`src/rtl/multicycle_control.sv`:
```
// Multi-cycle MIPS main control FSM: sequences fetch/decode/execute/memory/writeback.
// Optional ANDI support enabled with `define ANDI_SUPPORT_EN.
//
// state  | meaning
// -------+-----------------------------------------------
// S_RST  | held in reset, all outputs idle
// FETCH  | read instruction, load IR, PC <= PC+4
// DECODE | register read, branch target precompute, dispatch
// MEMADR | effective address = A + signext(imm)
// MEMRD  | data memory read at ALUOut
// MEMWB  | write MDR into rt
// MEMWR  | data memory write at ALUOut
// EXEC   | R-type ALU operation on A, B
// RWB    | write ALUOut into rd
// BEQ    | compare A, B; branch to ALUOut if zero
// JMP    | PC <= jump target
// IMMEX  | A + signext(imm)
// IMMWB  | write ALUOut into rt
// ANDIEX | A & signext(imm) (ANDI_SUPPORT_EN only)
module multicycle_control #(
   parameter logic [5:0] OPC_RTYPE = 6'd0,
   parameter logic [5:0] OPC_J     = 6'd2,
   parameter logic [5:0] OPC_BEQ   = 6'd4,
   parameter logic [5:0] OPC_ADDI  = 6'd8,
   parameter logic [5:0] OPC_ANDI  = 6'd12,
   parameter logic [5:0] OPC_LW    = 6'd35,
   parameter logic [5:0] OPC_SW    = 6'd43
) (
   input  logic       clk,
   input  logic       reset,
   input  logic [5:0] opcode,
   output logic       pcwrite,
   output logic       pcwritecond,
   output logic       iord,
   output logic       memread,
   output logic       memwrite,
   output logic       irwrite,
   output logic       memtoreg,
   output logic       regdst,
   output logic       regwrite,
   output logic       alusrca,
   output logic [1:0] alusrcb,
   output logic [1:0] aluop,
   output logic [1:0] pcsource,
   output logic [3:0] state,
   output logic       instr_done,
   output logic       illegal_op
);

   typedef enum logic [3:0] {
      S_RST    = 4'd0,
      S_FETCH  = 4'd1,
      S_DECODE = 4'd2,
      S_MEMADR = 4'd3,
      S_MEMRD  = 4'd4,
      S_MEMWB  = 4'd5,
      S_MEMWR  = 4'd6,
      S_EXEC   = 4'd7,
      S_RWB    = 4'd8,
      S_BEQ    = 4'd9,
      S_JMP    = 4'd10,
      S_IMMEX  = 4'd11,
      S_IMMWB  = 4'd12,
      S_ANDIEX = 4'd13
   } state_t;

   state_t     state_q, state_d;
   logic [5:0] opc_q, opc_d;
   logic       illegal_d;

   always_ff @(posedge clk or posedge reset) begin
      if (reset) begin
         state_q <= S_RST;
         opc_q   <= '0;
      end else begin
         state_q <= state_d;
         opc_q   <= opc_d;
      end
   end

   always_comb begin
      state_d   = state_q;
      opc_d     = opc_q;
      illegal_d = 1'b0;
      case (state_q)
         S_RST:    state_d = S_FETCH;
         S_FETCH:  state_d = S_DECODE;
         S_DECODE: begin
            // Opcode captured here so later states never depend on the live IR field.
            opc_d = opcode;
            case (opcode)
               OPC_LW,
               OPC_SW:    state_d = S_MEMADR;
               OPC_RTYPE: state_d = S_EXEC;
               OPC_BEQ:   state_d = S_BEQ;
               OPC_J:     state_d = S_JMP;
               OPC_ADDI:  state_d = S_IMMEX;
`ifdef ANDI_SUPPORT_EN
               OPC_ANDI:  state_d = S_ANDIEX;
`else
               OPC_ANDI: begin
                  illegal_d = 1'b1;
                  state_d   = S_FETCH;
               end
`endif
               default: begin
                  illegal_d = 1'b1;
                  state_d   = S_FETCH;
               end
            endcase
         end
         S_MEMADR: state_d = (opc_q == OPC_SW) ? S_MEMWR : S_MEMRD;
         S_MEMRD:  state_d = S_MEMWB;
         S_MEMWB:  state_d = S_FETCH;
         S_MEMWR:  state_d = S_FETCH;
         S_EXEC:   state_d = S_RWB;
         S_RWB:    state_d = S_FETCH;
         S_BEQ:    state_d = S_FETCH;
         S_JMP:    state_d = S_FETCH;
         S_IMMEX:  state_d = S_IMMWB;
         S_IMMWB:  state_d = S_FETCH;
`ifdef ANDI_SUPPORT_EN
         S_ANDIEX: state_d = S_IMMWB;
`endif
         default:  state_d = S_FETCH;
      endcase
   end

   always_comb begin
      pcwrite     = 1'b0;
      pcwritecond = 1'b0;
      iord        = 1'b0;
      memread     = 1'b0;
      memwrite    = 1'b0;
      irwrite     = 1'b0;
      memtoreg    = 1'b0;
      regdst      = 1'b0;
      regwrite    = 1'b0;
      alusrca     = 1'b0;
      alusrcb     = 2'b00;
      aluop       = 2'b00;
      pcsource    = 2'b00;
      instr_done  = 1'b0;
      case (state_q)
         S_FETCH: begin
            memread = 1'b1;
            irwrite = 1'b1;
            pcwrite = 1'b1;
            alusrcb = 2'b01;
         end
         S_DECODE: alusrcb = 2'b11;
         S_MEMADR: begin
            alusrca = 1'b1;
            alusrcb = 2'b10;
         end
         S_MEMRD: begin
            memread = 1'b1;
            iord    = 1'b1;
         end
         S_MEMWB: begin
            regwrite   = 1'b1;
            memtoreg   = 1'b1;
            instr_done = 1'b1;
         end
         S_MEMWR: begin
            memwrite   = 1'b1;
            iord       = 1'b1;
            instr_done = 1'b1;
         end
         S_EXEC: begin
            alusrca = 1'b1;
            aluop   = 2'b10;
         end
         S_RWB: begin
            regwrite   = 1'b1;
            regdst     = 1'b1;
            instr_done = 1'b1;
         end
         S_BEQ: begin
            alusrca     = 1'b1;
            aluop       = 2'b01;
            pcwritecond = 1'b1;
            pcsource    = 2'b01;
            instr_done  = 1'b1;
         end
         S_JMP: begin
            pcwrite    = 1'b1;
            pcsource   = 2'b10;
            instr_done = 1'b1;
         end
         S_IMMEX: begin
            alusrca = 1'b1;
            alusrcb = 2'b10;
         end
         S_IMMWB: begin
            regwrite   = 1'b1;
            instr_done = 1'b1;
         end
`ifdef ANDI_SUPPORT_EN
         S_ANDIEX: begin
            alusrca = 1'b1;
            alusrcb = 2'b10;
            aluop   = 2'b11;
         end
`endif
         default: ;
      endcase
   end

   assign state      = state_q;
   assign illegal_op = illegal_d;

endmodule

```
`config.mk`:
```
export PLATFORM = sky130hd
export DESIGN_NAME = multicycle_control
export DESIGN_NICKNAME = d
export VERILOG_FILES = /design/src/rtl/multicycle_control.sv
export SDC_FILE = /design/constraint.sdc
export NUM_CORES = 1
export LEC_CHECK = 0
export BUFFER_PORTS_ARGS = -buffer_cell sky130_fd_sc_hd__buf_2
export CORE_MARGIN = 3
export CORE_UTILIZATION = 35
export DETAILED_ROUTE_END_ITERATION = 8
export PLACE_DENSITY_LB_ADDON = 0.05
export SLEW_MARGIN = 20
export SYNTH_ARGS = -nofsm -noshare
export SYNTH_HDL_FRONTEND = slang
export SYNTH_SLANG_ARGS = --single-unit
```
`constraint.sdc`:
```
create_clock -name clk -period 1.4 [get_ports clk]
set_input_delay 0.21 -clock clk [delete_from_list [all_inputs] [get_ports clk]]
set_output_delay 0.21 -clock clk [all_outputs]
set_load 0.1 [all_outputs]
```
==> results.yml, run 1 <==
outcome:
  haltStage: "clock tree synthesis (4_1_cts)"
  status: "stopped before the end"
  error: "[ERROR DPL-0033] detailed placement checks failed during check placement."
yosys:
  syn-num-nets: 92
  async_reset_ff_share_pct: 100.0
  ys_top_cells_by_area: "dfrtp_1, mux2_2, nor2_1"
  yosysTopAreaCell: "dfrtp_1"
  syn-instance-count: 84
  yosysSeqAreaShare_pct: 34.78
  ys_warn_count: 0
  syn_avg_cell_area_um2: 8.565
  synth_common_cells: "nor2_1, dfrtp_1, a21oi_1, mux2_2, nand2b_1"
  synth.distinct_cells: 32
  syn_area_um2: 719.4
  synth.top_cell.area_share_pct: 34.78
  ys_ff_latch: 10
  synth_edf_count: 0
  synthFlopType: "dfrtp_1"
  yosysMostFrequentCell: "nor2_1"
die:
  fp.dieH_um: 51.34
  dieWidth_um: 51.34
  rows: 15
  start_util_pct: 39.12
  num_io_pins: 30
placement:
  placed_cell_area_um2: 1558
  portBuffers: 29
  gp_congestion: 0.8175
  place_hpwl_um: 2078
  dp_slack_ns: -0.1494
clock_tree:
  clockBufferDepth: 2
  cts_max_level: 1
  root_buffer: "clkbuf_4"
  numCtsBuffers: 3
  postCtsSetupBuffers: 10
  cts.repair.resized: 22
  hold_buffers: 1
  cts_num_sinks: 10
cells by family after synthesis:
kind of cell           Yosys count  share of synthesized area [%]
flip-flops                      10                          34.78
multiplexers                     6                          9.391
AO/OA/AOI/OAI                   22                          20.87
AND/OR/NAND/NOR                 34                          26.09
buffers and inverters           10                          6.433
XOR/XNOR                         2                          2.435
per-stage QoR:
| step | std cells | utilization (%) | hold slack [ns] |
|---|---|---|---|
| 2_1_floorplan | 84 | - | 0.05026 |
| 3_3_place_gp | 150 | 84.69 | 0.1933 |
| 3_5_place_dp | 150 | 84.69 | 0.2078 |
==> run 2, diff against run 1 <==
- CORE_AREA: default -> 3 3 64 66
- CORE_MARGIN: 3 -> default
- CORE_UTILIZATION: 35 -> default
- DIE_AREA: default -> 0 0 67 69
- PLACE_DENSITY_LB_ADDON: 0.05 -> 0.15
- clock period: 1.4 -> 1.8 ns (I/O delays scaled with it)
==> run 2 against run 1 <==
Compared with the run above: the flow now finishes, with violations (negative setup slack); synthesized cell count is the same; synthesized area is the same.
==> results.yml, run 2 <==
placement:
  place_hpwl_um: 1682
  gp_congestion: 0.7841
  placed_cell_area_um2: 1376
  dp_slack_ns: 0.1652
  portBuffers: 29
routing:
  firstDrtPassIters: 4
  drt_iter0_markers: 24
  wl_per_cell_um: 12.37
  drc: 0
  drt_wl_total_um: 2215
  vias_per_cell: 4.480
  num_vias: 802
  ant_nets: 0
timing:
  max_freq_ghz: 0.5534
  fin_ws_ns: -0.007121
  fin_crit_ns: 1.807
  setup_violations: 1
  rsz0062_at_grt: "yes"
  relSlewSlack_pct: 67.61
  finalMaxSlewViolations: 0
  fin_crit_sh_pct: 100.4
  skew_ns: 0.0007023
  hold_viol_final: 0
  max_slew.worst_pin.slew_ns: 0.4893
yosys:
  synth_top_family_by_area: "simple AND/OR/NAND/NOR gates"
  yosysTopAreaCell: "dfrtp_1"
  ys_ff_latch: 10
  yosys.area_share.simple_pct: 26.09
  syn_avg_cell_area_um2: 8.565
  synth_compound_area_share_pct: 20.87
  synth-xor-area-share_pct: 2.435
  synth.distinct_cells: 32
  ys_top_cells_by_area: "dfrtp_1, mux2_2, nor2_1"
  syn-num-nets: 92
  synthFlopType: "dfrtp_1"
  synthMuxAreaShare_pct: 9.391
  synth_common_cells: "nor2_1, dfrtp_1, a21oi_1, mux2_2, nand2b_1"
  synth_fa_ha_area_share_pct: 0
  syn_area_um2: 719.4
  synth_edf_count: 0
  syn-instance-count: 84
  ys_warn_count: 0
  yosysMostFrequentCell: "nor2_1"
  async_reset_ff_share_pct: 100.0
  yosysSeqAreaShare_pct: 34.78
  synth.top_cell.area_share_pct: 34.78
setup_path:
  end_kind: "output pin"
  crit_end: "illegal_op"
  cp-start-kind: "flop"
  cp_max_fo: 10
  crit_required_ns: 1.53
  rrSetupSlack_ns: 0.15
  critPathLaunch: "state[0]"
  crit_type: "flop to output pin"
  rr_endpoint: "opc_q[4]"
  crit_arrival_ns: 1.54
  r2r_cells: 4
  r2r_start: "state[0]"
clock_tree:
  cts_num_sinks: 10
  cts_max_level: 1
  clkLatencyLatePin_ns: 0.23
  cts.clk_slew.worst_paths_ns: 0.04
  clockBufferDepth: 2
  hold_buffers: 0
  numCtsBuffers: 3
  root_buffer: "clkbuf_8"
  cts_tree: "yes"
die:
  num_io_pins: 30
  die-area_um2: 4623
  fp.dieH_um: 69
  fp.coreArea_um2: 3633
  start_util_pct: 19.80
  rows: 22
  dieWidth_um: 67
grt:
  grt_pass1_vias: 824
  grt_antenna_before_repair: 0
  grt_overflow_total: 0
  grt_max_degree: 15
  gr-usage-all-layers_pct: 10.11
  grt_pass1_wl_um: 3691
outcome:
  status: "finished with violations"
  violations: "negative setup slack"
layout:
  fin_area_um2: 1574
  diodes: 0
  mostFrequentLayoutCells: "buf_4, buf_12, buf_2"
  num-fill-cells: 364
  largest_register_ffs: 6
  area_delta_synth_final_pct: 118.8
  fin_nets: 141
  regMostFlops: "opc_q"
  drive_above_1_share_pct: 69.47
  layout_commonest_cell: "buf_4"
flow_run:
  drv_cap: 0
min_path:
  hold_class: "input pin to asynchronous set/reset pin"
## run 2: logic make-up after synthesis
kind of cell | count (synthesis)
AO/OA/AOI/OAI | 22
XOR/XNOR | 2
buffers and inverters | 10
flip-flops | 10
multiplexers | 6
AND/OR/NAND/NOR | 34
## run 2: per-stage QoR
step | hold slack (ns) | std cells | util (%) | setup TNS (ns)
finish | 0.02524 | 179 | 43.32 | -0.007121
detailed placement | 0.2793 | 158 | 37.88 | 0
global placement | 0.2712 | 158 | 37.88 | 0
global route | 0.05745 | 179 | 43.32 | -0.2249
floorplan | 0.1103 | 84 | - | -2.842
CTS | 0.03217 | 178 | 42.73 | 0
## run 2: routing by layer
metal | vias to the layer above | track usage [%] | part of all wire, %
met1 | 385 | 11.99 | 45
met2 | 20 | 17.36 | 50
met5 | - | 0 | 0
met4 | 0 | 4.054 | 0.36
li1 | 395 | - | -
met3 | 2 | 1.954 | 5.3
## run 2: worst max-delay path, stage by stage, from the launching register on
cell,delay [ns]
dfrtp_4,0.54
nor4b_4,0.35
o311a_4,0.26
buf_12,0.17
## run 2: timing repair
| item | CTS | global route |
|---|---|---|
| gates resized for setup | 2 | 5 |
| setup buffers | 17 | 1 |
| endpoints found under the setup margin | 8 | 10 |
| pin swaps | 2 | 0 |
| gates cloned | 0 | 0 |
## run 2: area by class of cell
| class | instances | area (um^2) | share of cell area (%) |
|---|---|---|---|
| Timing Repair Buffer | 52 | 591.8 | 37.60 |
| Multi-Input combinational cell | 64 | 608.1 | 38.63 |
| Sequential cell | 10 | 265.3 | 16.85 |
| Clock buffer | 3 | 41.29 | 2.623 |
| Tap cell | 48 | 60.06 | 3.816 |
| Inverter | 2 | 7.507 | 0.4769 |
## run 2: how the worst min path moves through the flow
| stage | start | end | cells after the start |
|---|---|---|---|
| 4_1_cts | reset | opc_q[0] | 2 |
| 2_1_floorplan | reset | opc_q[0] | 1 |
| 6_report | reset | opc_q[0] | 2 |
| 5_1_grt | reset | opc_q[0] | 2 |
| 3_3_place_gp | reset | opc_q[0] | 2 |
| 3_5_place_dp | reset | opc_q[0] | 2 |
Power of run 2 is left out: the tool's default activity adds up to more than one toggle a clock period on the data nets, which glitch-free logic cannot reach.
